File: config.mk
export PLATFORM = sky130hd
export DESIGN_NAME = mem_arbiter_flat
export DESIGN_NICKNAME = d
export VERILOG_FILES = /design/src/rtl/mem_arbiter_if.sv /design/src/rtl/mem_arbiter.sv /design/src/flat_wrapper.sv
export SDC_FILE = /design/constraint.sdc
export NUM_CORES = 1
export LEC_CHECK = 0
export BUFFER_PORTS_ARGS = -buffer_cell sky130_fd_sc_hd__buf_2
export CAP_MARGIN = 0
export CORE_UTILIZATION = 37
export CTS_CLUSTER_SIZE = 8
export DETAILED_ROUTE_END_ITERATION = 10
export PLACE_DENSITY = 0.82
export SKIP_LAST_GASP = 1
export SLEW_MARGIN = 20
export SYNTH_ARGS = -nofsm -noshare
export SYNTH_HDL_FRONTEND = slang
export SYNTH_SLANG_ARGS = --single-unit
File: constraint.sdc
create_clock -name clk -period 1.25 [get_ports clk]
set_input_delay 0.0625 -clock clk [delete_from_list [all_inputs] [get_ports clk]]
set_output_delay 0.0625 -clock clk [all_outputs]
set_load 0.05 [all_outputs]
File: src/rtl/mem_arbiter_if.sv
// mem_arbiter_if: instruction/data requester and physical-memory bus bundle
interface mem_arbiter_if;
    logic        i_mem_read;
    logic [15:0] i_mem_address;
    logic [15:0] i_mem_rdata;
    logic        i_mem_resp;
    logic        d_mem_read;
    logic        d_mem_write;
    logic [1:0]  d_mem_byte_enable;
    logic [15:0] d_mem_address;
    logic [15:0] d_mem_wdata;
    logic [15:0] d_mem_rdata;
    logic        d_mem_resp;
    logic        pmem_read;
    logic        pmem_write;
    logic [1:0]  pmem_byte_enable;
    logic [15:0] pmem_address;
    logic [15:0] pmem_wdata;
    logic [15:0] pmem_rdata;
    logic        pmem_resp;
    modport slave (
        input  i_mem_read, i_mem_address, d_mem_read, d_mem_write, d_mem_byte_enable,
               d_mem_address, d_mem_wdata, pmem_rdata, pmem_resp,
        output i_mem_rdata, i_mem_resp, d_mem_rdata, d_mem_resp, pmem_read, pmem_write,
               pmem_byte_enable, pmem_address, pmem_wdata
    );
    modport master (
        output i_mem_read, i_mem_address, d_mem_read, d_mem_write, d_mem_byte_enable,
               d_mem_address, d_mem_wdata, pmem_rdata, pmem_resp,
        input  i_mem_rdata, i_mem_resp, d_mem_rdata, d_mem_resp, pmem_read, pmem_write,
               pmem_byte_enable, pmem_address, pmem_wdata
    );
endinterface

File: src/rtl/mem_arbiter.sv
// mem_arbiter: two-requester (I/D) arbiter onto one physical memory port
module mem_arbiter #(
    parameter bit FAIR = 1'b1
) (
    input logic          clk,
    input logic          rst_n,
    mem_arbiter_if.slave bus
);
    typedef enum logic [1:0] {IDLE, BUSY_I, BUSY_D} state_t;
    state_t      state_q, state_d;
    logic        last_d_q, last_d_d;
    logic        wr_q, wr_d;
    logic [1:0]  be_q, be_d;
    logic [15:0] addr_q, addr_d;
    logic [15:0] wdata_q, wdata_d;
    logic        i_req, d_req, grant_d, busy;
    assign i_req   = bus.i_mem_read;
    assign d_req   = bus.d_mem_read | bus.d_mem_write;
    // on conflict the data side wins unless fairness says I is owed a turn
    assign grant_d = d_req & (!i_req | !FAIR | !last_d_q);
    assign busy    = state_q != IDLE;
    always_comb begin
        state_d  = state_q;
        last_d_d = last_d_q;
        wr_d     = wr_q;
        be_d     = be_q;
        addr_d   = addr_q;
        wdata_d  = wdata_q;
        if (!busy && (i_req || d_req)) begin
            state_d  = grant_d ? BUSY_D : BUSY_I;
            last_d_d = grant_d;
            wr_d     = grant_d & bus.d_mem_write;
            be_d     = grant_d ? bus.d_mem_byte_enable : 2'b11;
            addr_d   = grant_d ? bus.d_mem_address : bus.i_mem_address;
            wdata_d  = grant_d ? bus.d_mem_wdata : 16'h0000;
        end else if (busy && bus.pmem_resp) begin
            state_d = IDLE;
        end
    end
    always_ff @(posedge clk) begin
        if (!rst_n) begin
            state_q  <= IDLE;
            last_d_q <= 1'b1;
            wr_q     <= 1'b0;
            be_q     <= 2'b00;
            addr_q   <= 16'h0000;
            wdata_q  <= 16'h0000;
        end else begin
            state_q  <= state_d;
            last_d_q <= last_d_d;
            wr_q     <= wr_d;
            be_q     <= be_d;
            addr_q   <= addr_d;
            wdata_q  <= wdata_d;
        end
    end
    assign bus.pmem_read        = busy & !wr_q;
    assign bus.pmem_write       = busy & wr_q;
    assign bus.pmem_byte_enable = be_q;
    assign bus.pmem_address     = addr_q;
    assign bus.pmem_wdata       = wdata_q;
    assign bus.i_mem_resp       = (state_q == BUSY_I) & bus.pmem_resp;
    assign bus.d_mem_resp       = (state_q == BUSY_D) & bus.pmem_resp;
    assign bus.i_mem_rdata      = bus.pmem_rdata;
    assign bus.d_mem_rdata      = bus.pmem_rdata;
endmodule

File: src/flat_wrapper.sv
// flat-port wrapper written by rule: the top's interface ports become plain ports
module mem_arbiter_flat 
#(
    parameter bit FAIR = 1'b1
)
  (clk, rst_n, bus_i_mem_read, bus_i_mem_address, bus_d_mem_read, bus_d_mem_write, bus_d_mem_byte_enable, bus_d_mem_address, bus_d_mem_wdata, bus_pmem_rdata, bus_pmem_resp, bus_i_mem_rdata, bus_i_mem_resp, bus_d_mem_rdata, bus_d_mem_resp, bus_pmem_read, bus_pmem_write, bus_pmem_byte_enable, bus_pmem_address, bus_pmem_wdata);
  mem_arbiter_if bus_i ();
  input logic clk;
  input logic rst_n;
  input wire logic [$bits(bus_i.i_mem_read)-1:0] bus_i_mem_read;
  input wire logic [$bits(bus_i.i_mem_address)-1:0] bus_i_mem_address;
  input wire logic [$bits(bus_i.d_mem_read)-1:0] bus_d_mem_read;
  input wire logic [$bits(bus_i.d_mem_write)-1:0] bus_d_mem_write;
  input wire logic [$bits(bus_i.d_mem_byte_enable)-1:0] bus_d_mem_byte_enable;
  input wire logic [$bits(bus_i.d_mem_address)-1:0] bus_d_mem_address;
  input wire logic [$bits(bus_i.d_mem_wdata)-1:0] bus_d_mem_wdata;
  input wire logic [$bits(bus_i.pmem_rdata)-1:0] bus_pmem_rdata;
  input wire logic [$bits(bus_i.pmem_resp)-1:0] bus_pmem_resp;
  output wire logic [$bits(bus_i.i_mem_rdata)-1:0] bus_i_mem_rdata;
  output wire logic [$bits(bus_i.i_mem_resp)-1:0] bus_i_mem_resp;
  output wire logic [$bits(bus_i.d_mem_rdata)-1:0] bus_d_mem_rdata;
  output wire logic [$bits(bus_i.d_mem_resp)-1:0] bus_d_mem_resp;
  output wire logic [$bits(bus_i.pmem_read)-1:0] bus_pmem_read;
  output wire logic [$bits(bus_i.pmem_write)-1:0] bus_pmem_write;
  output wire logic [$bits(bus_i.pmem_byte_enable)-1:0] bus_pmem_byte_enable;
  output wire logic [$bits(bus_i.pmem_address)-1:0] bus_pmem_address;
  output wire logic [$bits(bus_i.pmem_wdata)-1:0] bus_pmem_wdata;
  assign bus_i.i_mem_read = bus_i_mem_read;
  assign bus_i.i_mem_address = bus_i_mem_address;
  assign bus_i.d_mem_read = bus_d_mem_read;
  assign bus_i.d_mem_write = bus_d_mem_write;
  assign bus_i.d_mem_byte_enable = bus_d_mem_byte_enable;
  assign bus_i.d_mem_address = bus_d_mem_address;
  assign bus_i.d_mem_wdata = bus_d_mem_wdata;
  assign bus_i.pmem_rdata = bus_pmem_rdata;
  assign bus_i.pmem_resp = bus_pmem_resp;
  assign bus_i_mem_rdata = bus_i.i_mem_rdata;
  assign bus_i_mem_resp = bus_i.i_mem_resp;
  assign bus_d_mem_rdata = bus_i.d_mem_rdata;
  assign bus_d_mem_resp = bus_i.d_mem_resp;
  assign bus_pmem_read = bus_i.pmem_read;
  assign bus_pmem_write = bus_i.pmem_write;
  assign bus_pmem_byte_enable = bus_i.pmem_byte_enable;
  assign bus_pmem_address = bus_i.pmem_address;
  assign bus_pmem_wdata = bus_i.pmem_wdata;
  mem_arbiter #(.FAIR(FAIR)) u_core (.clk(clk), .rst_n(rst_n), .bus(bus_i));
endmodule
==> metrics.md, run 1 <==
| Metric | Value |
|---|---|
| Synth area leaders | dfxtp_1 37%, buf_4 12%, a311oi_2 7.3% |
| Slowest stage delay, CP | 0.33 ns |
| Critical path class | reg2out |
| I/O pins | 142 |
| # DRC | 0 |
| Status | finished, violations left |
| GRT Util Overall | 0.177 |
| Die area | 5870 um2 |
| Num CTS Buffers | 5 |
| Die W | 76.6 um |
| Seq/Total Area, Yosys | 0.369 |
| Synthesized area per cell | 8.88 um2 |
| Worst-Skew Late Latency | 0.28 ns |
| Top FF cell, synth | dfxtp_1 |
| Area leader, netlist | dfxtp_1 |
| Register bit count reported by yosys | 38 |
| Seq. cell area | 763 um2 |
| Clk slew on worst S/H paths | 0.07 ns |
| Initial antenna violation count | 0 |
| Synth top area share | 0.369 |
| Total grt overflow | 0 |
| Final setup fails | 1 |
| Layout Nets | 375 |
| Post-Syn Nets | 304 |
| CTS Sinks | 38 |
| Post-Route WL | 5120 um |
| Async set-reset flop share out of synthesis | 0 |
| Worst slew margin | 0.816 |
| Crit-path cells | or2_4 > and2_4 > buf_8 |
| Wire length per cell | 13.7 um |
| PD cells | 1550 nW/um2 |
| Detailed-route via count | 1,911 |
| Synthesized area | 2060 um2 |
| Die Y | 76.6 um |
| Gpl congestion | 0.778 |
| Clock Tree Buf Depth | 2 |
| Overall Power | 4.20 mW |
| Filler Cell Count | 500 |
| Vias in the first global route | 1,869 |
| Vias per cell | 5.11 |
| Most frequent cells in the layout | 89 x buf_2, 36 x dfxtp_1, 33 x nand2_1 |
| Final hold viol count | 0 |
| CP Depth | 3 |
| Setup_tns | -0.0186 ns |
| WP data required | 1.19 ns |
| Slew at the pin closest to its max-slew limit | 0.274 ns |
| Worst Skew | 0.00611 ns |
| Final ANT Viol Nets | 0 |
| CTS tree | yes |
| Std cell rows | 26 |
| Critical Path Start Type | flop |
| Final Max Tran Viols | 0 |
| Global-route wire length before repair | 8360 um |
| Synth warnings | 0 |
| Detail Placement HPWL | 3690 um |
| Share of layout cells above drive strength 1 | 0.520 |
| Initial core utilization | 0.393 |
| Core ar. | 5240 um2 |
| Tmin final | 1.27 ns |
| Post-synth EDFFs | 0 |
| Largest net degree at the start of global routing | 37 |
| 1st-pass router iterations | 4 |
| Synthesized instance count | 232 |
| Path depth of the worst reg2reg path | 6 |
| Lkg Pwr | 1.19 nW |
| HP Class | in2reg |
| Crit path max fanout | 6 |
| Failing checks | negative setup slack |
| Max Cap Violations | 0 |
| Multi-input logic area | 948 um2 |
| Commonest non-fill, non-tap cell in the layout | buf_2 |
| # diodes | 0 |
| Critical Path End Type | primary output |
| Hold Crit Depth | 3 |
| CP top delay family | simple AND/OR/NAND/NOR gates |
| CTS root buffer | clkbuf_8 |
| Area added between synthesis and finish | 31.6% |
| Initial DRC count | 74 |
| CTS HTree Levels | 2 |
| Worst endpoint data arrival time | 1.21 ns |
| Unique cell type count in the Yosys netlist | 28 |
| CP max-delay cell | dfxtp_2 |
| Fin crit share | 1.01 |
| Worst Path Buf+Inv | 1 |
| Final worst slack | -0.0186 ns |
| Achievable clock frequency | 0.788 GHz |
| Port Buffers | 93 |
| Peak supply drop | 0.700 mV |
| RSZ-0062 raised after global routing | yes |
[cell families (layout without fill, tap and decap cells)]
family | after synthesis | count (layout) | synth area share
AO/OA/AOI/OAI | 73 | 73 | 0.280
buffers and inverters | 53 | 125 | 0.186
flip-flops | 38 | 38 | 0.369
AND/OR/NAND/NOR | 68 | 68 | 0.165
[per-layer routing]
metal / share of wire / wire length (um) / GRT usage
met5: 0 / 0 / 0
met4: 0.0086 / 44 / 0.0673
met3: 0.062 / 315 / 0.0419
met2: 0.51 / 2630 / 0.320
met1: 0.42 / 2130 / 0.200
[worst register-to-register path: stages, from the launching register on]
cell and delay, ns:
dfxtp_2 0.33, buf_6 0.12, nor2_4 0.14, buf_6 0.14, buf_12 0.12, a21oi_2 0.06, a311oi_2 0.23
[Yosys cell counts (2+ instances only)]
cell type,instances
buf_2,6
nand2b_1,2
nand4_1,16
a21oi_2,12
buf_6,5
clkbuf_1,7
a21oi_1,25
o21ai_0,18
nand2_1,33
nand3_1,3
buf_4,33
nor4_1,2
nor3_1,2
a311oi_2,10
nor2_1,3
a311oi_1,6
dfxtp_1,38
[final timing paths]
| path | slack (ns) | end | startpoint |
|---|---|---|---|
| min | 0.03 | u_core.bus.pmem_wdata[15]$_SDFFE_PN0P_ | bus_d_mem_wdata[15] |
| max reg2reg | 0.03 | u_core.bus.pmem_address[2]$_SDFFE_PN0P_ | u_core.state_q[1]$_SDFFE_PN0P_ |
| min reg2reg | 0.48 | u_core.bus.pmem_wdata[0]$_SDFFE_PN0P_ | u_core.bus.pmem_wdata[0]$_SDFFE_PN0P_ |
| max | -0.02 | bus_pmem_write | u_core.state_q[1]$_SDFFE_PN0P_ |
[metrics by stage]
| stage | worst slack (ns) | hold slack, ns | std cells | util | cell area [um2] |
|---|---|---|---|---|---|
| after floorplan | -0.00791 | 0.134 | 232 | - | 2070 |
| after global routing | -0.0539 | 0.0278 | 374 | 0.518 | 2710 |
| after CTS | -0.00943 | 0.0221 | 373 | 0.504 | 2640 |
| after global placement | 0.0100 | 0.126 | 360 | 0.470 | 2460 |
| final | -0.0186 | 0.0326 | 374 | 0.518 | 2710 |
| after detailed placement | -0.0197 | 0.126 | 360 | 0.470 | 2460 |
[timing repair]
item                       CTS  global route
resized for setup            8            14
pin swaps                    2            15
setup endpoints to repair    5            34
cloned                       0             1
hold endpoints to repair     1             0
hold buffers                 1             0
setup buffers                4             0
[cell type report]
| class | instances | share of cell area |
|---|---|---|
| multi-input combinational | 141 | 0.350 |
| timing repair buffer | 116 | 0.296 |
| sequential | 38 | 0.281 |
| tap | 70 | 0.0323 |
| clock buffer | 7 | 0.0281 |
| clock inverter | 1 | 0.0111 |
| inverter | 1 | 0.00138 |
[power by group]
group	total [mW]	switching (mW)	internal [mW]
sequential	1.46	0.0932	1.36
clock	1.00	0.404	0.597
combinational	1.74	1.08	0.660
total	4.20	1.57	2.62
[flip-flops by register name, summed over array words and instances (netlist names)]
| register | cells |
|---|---|
| u_core.last_d_q | 1 |
| u_core.bus.pmem_address | 16 |
| u_core.wr_q | 1 |
| u_core.bus.pmem_wdata | 16 |
| u_core.bus.pmem_byte_enable | 2 |
| u_core.state_q | 2 |
No activity file was read; power rests on OpenSTA's default activity.
==> run 2, diff against run 1 <==
- CORE_ASPECT_RATIO: not set -> 0.5
- CTS_CLUSTER_SIZE: 8 -> 20
==> run 2 against run 1 <==
Against the previous run: the flow still finishes with violations (negative setup slack); via count rose by 3.8%; critical path depth did not move; sequential share of layout area rose by 1.1 points; count of clock-buffer cells in the layout fell by 1; global-route usage rose by 0.088 points; sequential power barely moved; power fell by 5.6%; combinational power fell by 5%; flip-flop and latch count did not move; cell count fell by 1.3%.
==> metrics.md, run 2 (synthesis gave the netlist of run 1 again) <==
| Metric | Value |
|---|---|
| Worst slew margin | 0.771 (-0.0458) |
| Number of instances in the placed design | 359 (-0.28%) |
| Initial antenna violation count | 0 (unchanged) |
| Detail Placement HPWL | 4020 um (+8.9%) |
| Final worst slack | -0.00725 ns (+0.0113 ns) |
| Port Buffers | 93 (unchanged) |
| GRT Util Overall | 0.178 (+0.000882) |
| Most frequent cells in the layout | 90 x buf_2, 36 x dfxtp_1, 33 x nand2_1 |
| Critical Path Start Type | flop |
| Met1 WL | 2200 um (+3.3%) |
| Detailed-route via count | 1,983 (+3.8%) |
| Slew at the pin closest to its max-slew limit | 0.342 ns (+0.0683 ns) |
| Post-route insts no fill | 369 (-1.3%) |
| Crit path max fanout | 5 (-1) |
| Layout Nets | 372 (-0.80%) |
| Clk slew on worst S/H paths | 0.07 ns (about the same) |
| PD cells | 1520 nW/um2 (-1.9%) |
| Clk pwr share | 0.211 (-0.028) |
| Commonest non-fill, non-tap cell in the layout | buf_2 |
| WP data required | 1.19 ns (about the same) |
| Area added between synthesis and finish | 26.7% |
| Global-route wire length before repair | 8080 um (-3.3%) |
| 1st-pass router iterations | 4 (unchanged) |
| Switch share | 0.402 (+0.0264) |
| Clock Tree Buf Depth | 2 (unchanged) |
| Final ANT Viol Nets | 0 (unchanged) |
| Met3 routed wirelength | 357 um (+13%) |
| HP Class | in2reg |
| Worst-Skew Late Latency | 0.29 ns (about the same) |
| Die Y | 54.8 um (-29%) |
| Setup WS pre-CTS | -0.00252 ns (+0.0172 ns) |
| Share of power burned in registers | 0.369 (+0.022) |
| # DRC | 0 (unchanged) |
| CTS tree | yes |
| Failing checks | negative setup slack |
| Largest net degree at the start of global routing | 37 (unchanged) |
| Critical path class | reg2out |
| Num CTS Buffers | 5 (unchanged) |
| Gate power share | 0.420 (+0.006) |
| Final setup fails | 2 (+1) |
| CTS HTree Levels | 2 (unchanged) |
| Gpl congestion | 0.781 (+0.35%) |
| Vias in the first global route | 1,793 (-4.1%) |
| Core ar. | 5130 um2 (-2.0%) |
| Critical Path End Type | primary output |
| Max Cap Violations | 0 (unchanged) |
| Final hold viol count | 0 (unchanged) |
| Layout Utilization | 0.508 (-0.00939) |
| WHS | 0.0309 ns (-0.00168 ns) |
| CTS Sinks | 38 (unchanged) |
| Wire length per cell | 15.5 um (+14%) |
| Switching power | 1.59 mW (+1.1%) |
| Post-Route WL | 5730 um (+12%) |
| Achievable clock frequency | 0.795 GHz (+0.90%) |
| Die W | 108 um (+40%) |
| R2R setup slack | 0 ns (-0.03 ns) |
| Tmin final | 1.26 ns (-0.0113 ns) |
| Vias per cell | 5.37 (+5.2%) |
| CTS root buffer | clkbuf_8 |
| Total grt overflow | 0 (unchanged) |
| Fin crit share | 1.01 (-0.00905) |
| Die area | 5890 um2 (+0.30%) |
| Status | finished, violations left |
| Internal | 2.37 mW (-9.6%) |
| Share of layout cells above drive strength 1 | 0.512 (-0.00803) |
| RSZ-0062 raised after global routing | yes |
| Final Max Tran Viols | 0 (unchanged) |
| Peak supply drop | 0.570 mV (-19%) |
| I/O pins | 142 (unchanged) |
| Initial core utilization | 0.401 (+0.00786) |
| Initial DRC count | 135 (+82%) |
| Met2 WL | 2990 um (+14%) |
| Worst Skew | 0.00708 ns (+0.000969 ns) |
| Lkg Pwr | 1.15 nW (-3.3%) |
| DR top layer | met4 |
| Worst endpoint data arrival time | 1.19 ns (-0.02 ns) |
| # diodes | 0 (unchanged) |
| Std cell rows | 18 (-31%) |
==> run 2: changes by cell type in the layout (fill, tap and decap cells not counted), moves of 2 or more <==
cell and change:
buf_6 -3, o21ai_0 -2, buf_12 -2, clkbuf_1 -2, o21ai_1 +2
==> run 2: final cells by class <==
| type | count | area [um2] |
|---|---|---|
| Multi-Input combinational cell | 141 | 942 |
| Timing Repair Buffer | 113 | 731 |
| Fill cell | 456 | 2520 |
| Sequential cell | 38 | 763 |
| Clock buffer | 6 | 82.6 |
| Inverter | 1 | 3.75 |
| Tap cell | 70 | 87.6 |
==> run 2: metal layers <==
layer | vias up | global-route usage
met5 | - | 0
met4 | 0 | 0.0959
met3 | 31 | 0.0381
met2 | 60 | 0.343
met1 | 956 | 0.191
li1 | 936 | -
==> run 2: timing repair <==
action / in CTS / in global routing
setup buffers: 3 / 0
gates cloned: 0 / 0
hold buffers: 1 / 0
pin swaps: 2 / 5
endpoints found under the hold margin: 1 / 0
resized for setup: 14 / 5
setup endpoints to repair: 9 / 14
==> run 2: worst paths after layout <==
check                                                             from                                 endpoint  depth (start not counted)
worst max-delay path                    u_core.state_q[1]$_SDFFE_PN0P_                           bus_pmem_write                          3
worst min-delay path                                bus_d_mem_wdata[8]    u_core.bus.pmem_wdata[8]$_SDFFE_PN0P_                          3
worst max register to register          u_core.state_q[1]$_SDFFE_PN0P_  u_core.bus.pmem_address[9]$_SDFFE_PN0P_                          5
worst min register to register  u_core.bus.pmem_wdata[11]$_SDFFE_PN0P_   u_core.bus.pmem_wdata[11]$_SDFFE_PN0P_                          2
==> run 2: critical path, stage by stage, from the launching register on <==
cell and delay [ns]:
dfxtp_2 0.33, or2_4 0.27, and2_4 0.17, buf_8 0.14
==> run 2: power by group through the flow <==
stage	Clock, mW	Combinational (mW)	Sequential [mW]
global placement	0	1.53	1.47
finish	0.836	1.66	1.46
detailed placement	0	1.57	1.48
CTS	0.834	1.64	1.46
global route	0.888	1.75	1.48
floorplan	0	0.914	1.95
==> run 2: stage by stage <==
stage               power (mW)  setup TNS [ns]  area [um2]
CTS                       3.93         -0.0109        2590
floorplan                 2.86         -0.0712        2070
global route              4.12          -0.186        2610
global placement          3.00               0        2440
finish                    3.96        -0.00990        2610
detailed placement        3.05        -0.00252        2440
